File: config.mk
export PLATFORM = sky130hd
export DESIGN_NAME = pow_5_res_fifo
export DESIGN_NICKNAME = d
export VERILOG_FILES = /design/src/rtl/pow_5_res_fifo.sv
export SDC_FILE = /design/constraint.sdc
export NUM_CORES = 1
export LEC_CHECK = 0
export CAP_MARGIN = 20
export CORE_ASPECT_RATIO = 0.8
export CORE_MARGIN = 3
export CORE_UTILIZATION = 25
export CTS_BUF_LIST = sky130_fd_sc_hd__clkbuf_8
export CTS_CLUSTER_DIAMETER = 120
export CTS_CLUSTER_SIZE = 25
export DETAILED_ROUTE_END_ITERATION = 16
export DONT_BUFFER_PORTS = 1
export MAX_ROUTING_LAYER = met4
export PLACE_DENSITY = 0.45
export SLEW_MARGIN = 10
export SYNTH_ARGS = -nofsm -noshare
export SYNTH_HDL_FRONTEND = slang
export SYNTH_SLANG_ARGS = --single-unit
File: constraint.sdc
create_clock -name clk -period 1.9 [get_ports clk]
set_input_delay 0.285 -clock clk [delete_from_list [all_inputs] [get_ports clk]]
set_output_delay 0.285 -clock clk [all_outputs]
set_load 0.01 [all_outputs]
File: src/rtl/pow_5_res_fifo.sv
// Result FIFO behind the pow_5 unit: first-word fall-through, no backpressure to upstream.
// Drops are reported through a sticky overflow flag that only reset clears.
module pow_5_res_fifo #(
    parameter int w     = 8,
    parameter int depth = 4
) (
    input  logic                     clk,
    input  logic                     rst_n,
    input  logic                     clk_en,
    input  logic                     in_vld,
    input  logic [w-1:0]             in_data,
    output logic                     out_vld,
    input  logic                     out_rdy,
    output logic [w-1:0]             out_data,
    output logic                     full,
    output logic                     empty,
    output logic [$clog2(depth):0]   count,
    output logic                     overflow
);

    localparam int AW    = $clog2(depth);
    localparam int CNT_W = AW + 1;

    localparam logic [CNT_W-1:0] CNT_ZERO  = '0;
    localparam logic [CNT_W-1:0] CNT_ONE   = CNT_W'(1);
    localparam logic [CNT_W-1:0] CNT_DEPTH = CNT_W'(depth);
    localparam logic [AW-1:0]    PTR_ONE   = AW'(1);

    logic [w-1:0]     r_mem [depth];
    logic [AW-1:0]    r_wr_ptr;
    logic [AW-1:0]    r_rd_ptr;
    logic [CNT_W-1:0] r_count;
    logic             r_overflow;

    logic             w_full;
    logic             w_empty;
    logic             w_push;
    logic             w_pop;
    logic             w_drop;
    logic [CNT_W-1:0] w_count_nxt;

    // Status comes from the registered count only, so out_rdy/in_vld never reach an output.
    assign w_full  = (r_count == CNT_DEPTH);
    assign w_empty = (r_count == CNT_ZERO);

    assign w_pop  = clk_en & ~w_empty & out_rdy;
    assign w_push = clk_en & in_vld & (~w_full | w_pop);
    assign w_drop = clk_en & in_vld & w_full & ~w_pop;

    always_comb begin
        // NOTE: default first so every path assigns w_count_nxt and no latch is inferred.
        w_count_nxt = r_count;
        case ({w_push, w_pop})
            2'b10:   w_count_nxt = r_count + CNT_ONE;
            2'b01:   w_count_nxt = r_count - CNT_ONE;
            default: w_count_nxt = r_count;
        endcase
    end

    // NOTE: storage has no reset; stale words are never visible because empty gates out_vld.
    always_ff @(posedge clk) begin
        if (w_push) begin
            r_mem[r_wr_ptr] <= in_data;
        end
    end

    // NOTE: non-blocking assignments for all state so every register samples pre-edge values.
    always_ff @(posedge clk or negedge rst_n) begin
        if (!rst_n) begin
            r_wr_ptr   <= '0;
            r_rd_ptr   <= '0;
            r_count    <= '0;
            r_overflow <= 1'b0;
        end else begin
            if (w_push) begin
                r_wr_ptr <= r_wr_ptr + PTR_ONE;
            end
            if (w_pop) begin
                r_rd_ptr <= r_rd_ptr + PTR_ONE;
            end
            r_count <= w_count_nxt;
            if (w_drop) begin
                r_overflow <= 1'b1;
            end
        end
    end

    assign out_vld  = ~w_empty;
    assign out_data = r_mem[r_rd_ptr];
    assign full     = w_full;
    assign empty    = w_empty;
    assign count    = r_count;
    assign overflow = r_overflow;

endmodule

---- Word-level counts from Yosys, hierarchy flattened ----
Memories as Yosys holds them, arrays and structs flattened.
Index checks and enable logic that the tools add are counted.
storage, ports and cells
  word-level logic and storage cells ...... 27
  output and inout bits ................... 15
  RAM bits ................................ 32
  flip-flop bits (word level) ............. 8
  memories kept ........................... 1
operators by class
  reduce and logical (&&, ||, !) cells .... 2
  equal/unequal tests ..................... 3
  mux-type cells .......................... 3
  bitwise operators ....................... 10
  add/subtract/negate cells ............... 4
memories
  name   depth  width  rd ports  clocked after Yosys merged registers in  write ports  RTL line  source
  r_mem  4      8      1         0                                        1            29        logic [w-1:0] r_mem [depth];
operator list
  kind                   number
  $and A1 B1 Y1          6
  $pmux W3 S2            1
  $add A2 B1 Y2 const B  2
  $add A3 B1 Y3 const B  1
  $eq A3 B3 Y1 const B   1
  $logic_not A3 Y1       1
  $not A1 Y1             3
  $sub A3 B1 Y3 const B  1
  $eq A2 B1 Y1 const B   1
  $eq A2 B2 Y1 const B   1
  $mux W1                2
  $reduce_bool A2 Y1     1
  $or A1 B1 Y1           1

---- Logic depth before layout (Yosys ltp) ----
Gate-level depths: netlist (run 1).
  word-level depth ........................ 8
  gate-level depth with buffers ........... 9
  mapped depth without buffers ............ 9

---- Least setup slack after synthesis (run 1) ----
OpenSTA, ideal clock, no wires.
  kind .................................... reg2reg
  from .................................... register r_count[0], in the netlist count[0]
  to ...................................... register r_count[2], in the netlist count[2]
  cell stages (with the launch flop) ...... 10
  buffers on the path ..................... 0
  arrival time ............................ 1,911 ps
  data required time ...................... 1,821 ps
  path slack .............................. -91 ps
  path through ............................ dfrtp_1 > nor4b_4 > nor2_4 > inv_1 > ha_1 > inv_1 > fa_1 > xor2_1 > nor2_1 > xor2_1
between the ends
  cells in the longest elaborated chain, start to end .. 8
ends and longest elaborated chain
  what                                                      RTL line  source
  start, declared                                           32        logic [CNT_W-1:0] r_count;
  start signal, assigned                                    81        r_count <= w_count_nxt;
  $logic_not A3 Y1                                          44        assign w_empty = (r_count == CNT_ZERO);
  $not A1 Y1                                                46        assign w_pop = clk_en & ~w_empty & out_rdy;
  $and A1 B1 Y1 (2 in series)                               46
  $or A1 B1 Y1                                              47        assign w_push = clk_en & in_vld & (~w_full | w_pop);
  $and A1 B1 Y1                                             47
  $eq A2 B1 Y1 / $eq A2 B2 Y1 (equally long branches)       53        case ({w_push, w_pop})
  $pmux W3 S2 / $reduce_bool A2 Y1 (equally long branches)  n/a
Parallel ways exist; a longest one is shown, timed or not.
A chain may end at the register's enable or synchronous reset.

---- Final worst setup path (run 1) ----
Ends and elaborated chain as after synthesis.

==> results.cfg, run 1 <==
[cts]
cts_tree = yes
clk_latency_ns = 0.29
root_buffer = clkbuf_8
cts.sinks = 40
cts_buffers = 5
cts.htree.levels = 2
path_clk_slew_ns = 0.08
clk_path_buf_depth = 2

[worst_setup_path]
path_max_fanout = 4
cp-start-kind = flop
cp_cell_sequence = nor4b_4 -> nor2_4 -> inv_2 -> ha_4 -> inv_2 -> fa_2 -> xor2_1 -> nor2_1 -> xor2_1
cp-startpoint = count[0]
r2r-start = count[0]
required_ns = 2.12
cp_slowest_stage_delay_ns = 0.45
crit_type = reg2reg
crit_path_end_kind = flop
crit_arrival_ns = 2.10
worst_path_max_delay_cell = dfrtp_2

[grt]
grt.overflow.total = 0
grt_pass1_vias = 849
track_usage = 0.08765
grt_pass1_wl_microns = 4505
grt_max_degree = 14
grt_antenna_before_repair = 0

[logic_synthesis]
synth_area_sq_um = 1642
synth_seq_area_share = 0.7073
yosys_most_used_dff = edfxtp_1
yosysMostFrequentCell = edfxtp_1
syn_inst = 84
synth-async-reset-ratio = 0.2000
avgSynthCellArea_sq_um = 19.54
yosysTopAreaCell = edfxtp_1
synth.area.top_cells = edfxtp_1 (59%), dfrtp_1 (12%), mux4_2 (11%)
synth_warnings = 0
netlist.area_leader.share = 0.5854
yosys-top-cells-count = edfxtp_1 (32), dfrtp_1 (8), mux4_2 (8)
synth.distinct_cells = 21
synth_edf_count = 32
synthesis.nets = 103
synth-seq-cells = 40

[cells_and_area]
n_antenna_cell = 0
drive_gt1_frac = 0.3469
layout.cells.non_filler = 179
stdcell_area_sq_um = 1909
nNetsFinal = 116
utilization = 0.3114
syn_to_final_growth_pct = 16.31

[floorplan]
core_sq_um = 6131
ioPinCount = 28
fp-row-count = 25
initial_core_util = 0.2678
die_y_microns = 78.48
die_w_microns = 96.60
die_area_sq_um = 7581

[pwr]
switching_share = 0.3236
finalPower_mw = 2.623
intPower_mw = 1.774
p_seq_frac = 0.482
vdd_drop_max_mv = 0.3519
leakage_nw = 0.6769
p_comb_frac = 0.313
clkPwrFrac = 0.206
p_switching_mw = 0.8489
power.density_nw_per_um2 = 1374

[route]
finalWirelength_microns = 2877
num_vias = 756
drtIter0Drc = 14
antenna_left = 0
wl_per_cell_microns = 16.07
drc = 0
via_per_inst = 4.223
firstDrtPassIters = 4

[timing]
skew_ns = 0.007834
hold_viol = 0
tns_ns = 0
worstMarginPinSlew_ns = 0.4862
min_period_ns = 1.884
hold_slack_ns = 0.07765
slew-limit-headroom = 0.6758
finalSetupViolCount = 0
layout_setup_ws_ns = 0.01593
slew_viol_final = 0
timing.fmax_ghz = 0.5308
period_share = 0.9916
rsz0062_at_grt = true

[placement]
dp_hpwl_microns = 1957
preCtsSetupSlack_ns = -0.09502
dp.cells = 169
io_buffer_count = 0
place.gp.congestion = 0.6784
postPlaceCellArea_sq_um = 1785

[flow_run]
max-cap-violations = 0

[min_path]
min_from = in_data[6]
min_path_type = in2reg

[status]
status = finished, final reports clean
[critical path: cells and delay by family, from the launching register on]
kind	cells	cell delay, ns
buffers and inverters	2	0.11
flip-flops	1	0.45
XOR/XNOR	2	0.31
AND/OR/NAND/NOR	3	0.48
adder cells (fa/ha/maj)	2	0.46
[sequential cells by signal (all words and copies together), names as in the netlist]
register	flops
count	3
overflow	1
r_mem	32
r_rd_ptr	2
r_wr_ptr	2
[placed cells by master, fill, tap and decap left out, types with 2 or more instances in the layout]
| cell type | instances |
|---|---|
| mux4_2 | 8 |
| dfrtp_2 | 2 |
| edfxtp_1 | 32 |
| buf_4 | 7 |
| dfrtp_1 | 6 |
| clkbuf_8 | 5 |
| ha_1 | 4 |
| xnor2_1 | 3 |
| xor2_1 | 3 |
| inv_1 | 6 |
| inv_2 | 2 |
| nand2_1 | 2 |
| and2_1 | 4 |
[routing by layer]
metal | track usage | vias to the layer above | wire length, microns
met2 | 0.1288 | 14 | 1449
met1 | 0.1013 | 400 | 1203
li1 | - | 337 | -
met5 | - | - | 0
met4 | 0.03361 | 0 | 38
met3 | 0.04598 | 5 | 186
[worst paths after layout]
path,endpoint,slack (ns),cells past startpoint
hold / removal,r_mem[0][6],0.08,0
max in group asynchronous,count[1],1.26,1
setup / recovery,count[2],0.02,9
min in group asynchronous,count[2],0.34,1
hold reg to reg,count[0],0.55,1
setup reg to reg,count[2],0.02,9
[cell families after synthesis]
kind of cell | synth area share
compound gates | 0.01220
buf+inv | 0.02134
xor+xnor | 0.03202
fa+ha+maj | 0.05031
mux | 0.1250
simple gates | 0.05183
flops | 0.7073
[cell type report]
class,count,area [sq um]
Clock buffer,5,68.82
Multi-Input combinational cell,35,470.5
Timing Repair Buffer,8,62.56
Clock inverter,3,16.27
Tap cell,81,101.3
Fill cell,613,4222
Inverter,7,26.28
Sequential cell,40,1164
[power by group through the flow]
stage | combinational [mW] | sequential [mW] | clock [mW]
floorplan | 0.617 | 1.24 | 0
global placement | 0.793 | 1.27 | 0
detailed placement | 0.821 | 1.28 | 0
CTS | 0.848 | 1.27 | 0.565
global route | 0.915 | 1.29 | 0.616
finish | 0.820 | 1.26 | 0.539
[timing repair]
item | 4_1_cts | 5_1_grt
hold buffers | 1 | 0
setup buffers | 1 | 0
resized for setup | 5 | 0
endpoints found under the setup margin | 2 | 2
endpoints found under the hold margin | 8 | 0
pin swaps | 2 | 0
No activity file was read; power rests on OpenSTA's default activity.
==> inputs of run 2 (changes only) <==
--- a/config.mk
+++ b/config.mk
@@ -8,14 +8,14 @@
 export CAP_MARGIN = 20
 export CORE_ASPECT_RATIO = 0.8
 export CORE_MARGIN = 3
-export CORE_UTILIZATION = 25
+export CORE_UTILIZATION = 58
 export CTS_BUF_LIST = sky130_fd_sc_hd__clkbuf_8
 export CTS_CLUSTER_DIAMETER = 120
 export CTS_CLUSTER_SIZE = 25
 export DETAILED_ROUTE_END_ITERATION = 16
 export DONT_BUFFER_PORTS = 1
 export MAX_ROUTING_LAYER = met4
-export PLACE_DENSITY = 0.45
+export PLACE_DENSITY = 0.81
 export SLEW_MARGIN = 10
 export SYNTH_ARGS = -nofsm -noshare
 export SYNTH_HDL_FRONTEND = slang
==> run 2 against run 1 <==
Compared with the run above:
- count of clock-buffer cells in the layout grew 2
- combinational power grew 3.3%
- sequential cell count is the same
- global-route usage grew 8.9 points
- worst hold slack gained 0.011 ns
- clock power grew 37%
- via count grew 1.5%
- worst setup slack gained 0.0018 ns
- critical endpoint unchanged
==> results.cfg, run 2 (synthesized netlist as in run 1, its figures left out) <==
[status]
status = finished, final reports clean

[route]
wl_per_cell_microns = 19.44
finalWirelength_microns = 2644
firstDrtPassIters = 4
antenna_left = 0
drtIter0Drc = 28
via_per_inst = 5.640
num_vias = 767
drc = 0

[floorplan]
fp-row-count = 16
ioPinCount = 28
die_w_microns = 65.48
die_y_microns = 53.59
initial_core_util = 0.6406
die_area_sq_um = 3509
core_sq_um = 2562

[flow_run]
max-cap-violations = 0

[grt]
track_usage = 0.1766
grt_pass1_wl_microns = 4015
grt_max_degree = 13
grt.overflow.total = 0
grt_antenna_before_repair = 0
grt_pass1_vias = 782

[cells_and_area]
drive_gt1_frac = 0.3600
nNetsFinal = 118
layout_common_cells = edfxtp_1 (32), buf_4 (9), mux4_2 (8)
num-fill-cells = 160
syn_to_final_growth_pct = 16.23
final_common_cell = edfxtp_1
largest_register = r_mem
largest_reg_flops = 32
n_antenna_cell = 0

[worst_setup_path]
cp_cell_sequence = nor4b_4 -> nor2_4 -> inv_2 -> ha_4 -> inv_2 -> fa_2 -> xor2_1 -> nor2_1 -> xor2_1
required_ns = 2.12
r2r_slack_ns = 0.02
r2r-start = count[1]
crit_type = reg2reg
cp_slowest_stage_delay_ns = 0.43
path_max_fanout = 3
cp-start-kind = flop
reg2reg_depth = 9
regToRegEndpoint = count[2]
worst_path_max_delay_cell = dfrtp_2
crit_path_end_kind = flop
crit_arrival_ns = 2.10

[cts]
cts_tree = yes
clk_latency_ns = 0.29
cts.htree.levels = 2
clk_path_buf_depth = 2
cts_buffers = 5
cts.sinks = 40
path_clk_slew_ns = 0.07
root_buffer = clkbuf_8

[placement]
dp_hpwl_microns = 1745
place.gp.congestion = 0.6464
preCtsSetupSlack_ns = -0.05094
io_buffer_count = 0

[timing]
finalSetupViolCount = 0
slew_viol_final = 0
min_period_ns = 1.882
hold_viol = 0
worstMarginPinSlew_ns = 0.4450
slew-limit-headroom = 0.7033
period_share = 0.9906
rsz0062_at_grt = true
timing.fmax_ghz = 0.5313
layout_setup_ws_ns = 0.01778
skew_ns = 0.005217

[min_path]
holdPathEnd = r_mem[2][6]
min_path_type = in2reg
hold-path-cell-count = 0
min_from = in_data[6]

[pwr]
vdd_drop_max_mv = 0.9235
finalPower_mw = 2.847
power.density_nw_per_um2 = 1492
leakage_nw = 0.7068
run 2: worst max path at each step:
| stage | from | endpoint | slack, ns | depth (start not counted) |
|---|---|---|---|---|
| 2_1_floorplan | count[1] | count[2] | -0.03 | 9 |
| 3_3_place_gp | count[1] | count[2] | 0.02 | 9 |
| 3_5_place_dp | count[1] | count[2] | -0.05 | 9 |
| 4_1_cts | count[1] | count[2] | -0.007 | 9 |
| 5_1_grt | count[1] | count[2] | -0.11 | 9 |
| 6_report | count[1] | count[2] | 0.02 | 9 |
run 2: worst max-delay path: cells and delay by family, from the launching register on:
| kind | cells | cell delay, ns |
|---|---|---|
| simple gates | 3 | 0.55 |
| fa+ha+maj | 2 | 0.44 |
| flops | 1 | 0.43 |
| xor+xnor | 2 | 0.29 |
| buf+inv | 2 | 0.10 |
run 2: final cells by class:
type	count	area, sq um	share of cell area
inverters	7	26.28	0.01377
repair buffers	10	77.57	0.04066
clock inverters	1	30.03	0.01574
flip-flops and latches	40	1162	0.6092
multi-input cells	35	470.5	0.2466
clock buffers	7	96.34	0.05049
well taps	36	45.04	0.02361
run 2: per-stage QoR:
| stage | setup TNS [ns] | hold WS [ns] | instance area (sq um) | utilization | cells |
|---|---|---|---|---|---|
| 2_1_floorplan | -0.02810 | -0.01059 | 1648 | - | 84 |
| 3_3_place_gp | 0 | -0.01041 | 1729 | 0.6748 | 124 |
| 3_5_place_dp | -0.05094 | -0.01041 | 1729 | 0.6748 | 124 |
| 4_1_cts | -0.006782 | 0.08152 | 1881 | 0.7339 | 135 |
| 5_1_grt | -0.1051 | 0.07533 | 1908 | 0.7446 | 136 |
| 6_report | 0 | 0.08822 | 1908 | 0.7446 | 136 |
run 2: metal layers:
metal | up-vias | share of wire | GRT usage
met1 | 398 | 0.43 | 0.2182
li1 | 342 | - | -
met3 | 7 | 0.068 | 0.06472
met4 | 0 | 0.017 | 0.08276
met5 | - | 0 | -
met2 | 20 | 0.49 | 0.2639
run 2: report_power, final:
group | internal [mW] | switching [mW]
Clock | 0.463 | 0.274
Sequential | 1.12 | 0.146
Combinational | 0.423 | 0.424
Total | 2.00 | 0.844
run 2: repair_timing:
item,4_1_cts,5_1_grt
endpoints found under the setup margin,1,1
endpoints found under the hold margin,8,0
hold buffers,1,0
pin swaps,3,4
setup buffers,2,1
gates resized for setup,1,3
==> inputs of run 3 (changes only) <==
--- a/config.mk
+++ b/config.mk
@@ -7,7 +7,7 @@
 export LEC_CHECK = 0
 export CAP_MARGIN = 20
 export CORE_ASPECT_RATIO = 0.8
-export CORE_MARGIN = 3
+export CORE_MARGIN = 10
 export CORE_UTILIZATION = 58
 export CTS_BUF_LIST = sky130_fd_sc_hd__clkbuf_8
 export CTS_CLUSTER_DIAMETER = 120
==> run 3 against run 2 <==
Compared with the run above:
- sequential cell count stayed put
- via count is 4.0% lower
- cell count is 0.74% higher
- critical endpoint unchanged
==> results.cfg, run 3 (synthesized netlist as in run 1, its figures left out) <==
[status]
status = finished, final reports clean

[worst_setup_path]
cp_slowest_stage_delay_ns = 0.43
path_buf_inv = 2
cp_cell_sequence = nor4b_4 -> nor2_4 -> inv_2 -> ha_4 -> inv_2 -> fa_2 -> xor2_1 -> nor2_1 -> xor2_1
crit_type = reg2reg
worst_path_max_delay_cell = dfrtp_2
crit_path_end_kind = flop
cp-start-kind = flop
path_delay_family = simple AND/OR/NAND/NOR gates
crit_arrival_ns = 2.10
path_max_fanout = 3
required_ns = 2.11

[grt]
grt.overflow.total = 0
track_usage = 0.1137
grt_pass1_vias = 810
grt_pass1_wl_microns = 4278
grt_max_degree = 14
grt_antenna_before_repair = 0

[route]
finalWirelength_microns = 2692
drc = 0
firstDrtPassIters = 4
num_vias = 736
wl_per_cell_microns = 19.65
antenna_left = 0
via_per_inst = 5.372
drtIter0Drc = 41

[cells_and_area]
syn_to_final_growth_pct = 14.41
nNetsFinal = 117
n_antenna_cell = 0
largest_register = r_mem
num-fill-cells = 173
layout_common_cells = edfxtp_1 (32), mux4_2 (8), buf_4 (8)
drive_gt1_frac = 0.3434
utilization = 0.6845
largest_reg_flops = 32
final_common_cell = edfxtp_1

[timing]
hold_slack_ns = 0.09078
layout_setup_ws_ns = 0.009313
finalSetupViolCount = 0
skew_ns = 0.004938
period_share = 0.9951
rsz0062_at_grt = true
worstMarginPinSlew_ns = 0.4389
slew-limit-headroom = 0.7074
hold_viol = 0
slew_viol_final = 0
timing.fmax_ghz = 0.5289
min_period_ns = 1.891

[cts]
cts_buffers = 5
root_buffer = clkbuf_8
clk_latency_ns = 0.28
path_clk_slew_ns = 0.07
cts.htree.levels = 2
cts.sinks = 40
cts_tree = yes
clk_path_buf_depth = 2

[pwr]
switching_share = 0.2995
p_switching_mw = 0.8250
power.density_nw_per_um2 = 1467
p_comb_frac = 0.305
leakage_nw = 0.6896
clkPwrFrac = 0.240
p_seq_frac = 0.456
vdd_drop_max_mv = 0.6565
intPower_mw = 1.930

[floorplan]
fp-row-count = 17
ioPinCount = 28
initial_core_util = 0.5983
die_y_microns = 67.59
core_sq_um = 2744
die_area_sq_um = 5372
die_w_microns = 79.48

[placement]
place.gp.congestion = 0.7227
dp_hpwl_microns = 2066
io_buffer_count = 0
preCtsSetupSlack_ns = -0.05714

[flow_run]
max-cap-violations = 0

[min_path]
min_path_type = in2reg
[run 3: final timing paths]
kind / startpoint / slack, ns / cells after the start / end
worst max-delay path: count[1] / 0.009 / 9 / count[2]
worst min-delay path: in_data[3] / 0.09 / 0 / r_mem[0][3]
worst max register to register: count[1] / 0.009 / 9 / count[2]
worst min register to register: overflow / 0.58 / 1 / overflow
max in group asynchronous: rst_n / 1.27 / 1 / count[1]
min in group asynchronous: rst_n / 0.34 / 1 / count[0]
[run 3: power groups by stage]
stage | Combinational, mW | Sequential (mW) | Clock [mW]
6_report | 0.839 | 1.26 | 0.660
5_1_grt | 0.926 | 1.28 | 0.713
3_5_place_dp | 0.841 | 1.28 | 0
3_3_place_gp | 0.811 | 1.27 | 0
4_1_cts | 0.859 | 1.26 | 0.675
2_1_floorplan | 0.617 | 1.24 | 0
[run 3: cell type report]
cell class | count | area, sq um | share of cell area
inverters | 7 | 26.28 | 0.01399
clock inverters | 3 | 42.54 | 0.02265
clock buffers | 5 | 68.82 | 0.03664
multi-input cells | 35 | 460.4 | 0.2452
well taps | 38 | 47.55 | 0.02532
repair buffers | 9 | 70.07 | 0.03731
flip-flops and latches | 40 | 1162 | 0.6189
[run 3: what timing repair did]
item                                   in CTS  in global routing
resized for setup                           1                  2
setup buffers                               1                  0
hold buffers                                1                  0
setup endpoints to repair                   1                  1
pin swaps                                   3                  3
endpoints found under the hold margin       8                  0
[run 3: worst reg2reg max path: stages (launching register included)]
cell and delay, ns:
dfrtp_2 0.43, nor4b_4 0.35, nor2_4 0.06, inv_2 0.07
ha_4 0.13, inv_2 0.04, fa_2 0.33, xor2_1 0.14
nor2_1 0.12, xor2_1 0.15
[run 3: through the flow]
step	total power [mW]	TNS, ns	instances	cell area, sq um
3_5_place_dp	2.117	-0.05714	127	1739
4_1_cts	2.792	-0.005637	137	1868
3_3_place_gp	2.076	0	127	1739
6_report	2.755	0	137	1878
5_1_grt	2.915	-0.1211	137	1878
2_1_floorplan	1.857	-0.02810	84	1648
[run 3: per-layer routing]
layer | up-vias | wire length, microns | share of wire | track usage
li1 | 341 | - | - | -
met1 | 371 | 1045 | 0.39 | 0.1140
met2 | 19 | 1396 | 0.52 | 0.1855
met3 | 5 | 202 | 0.075 | 0.05438
met4 | 0 | 48 | 0.018 | 0.05357
met5 | - | 0 | 0 | -
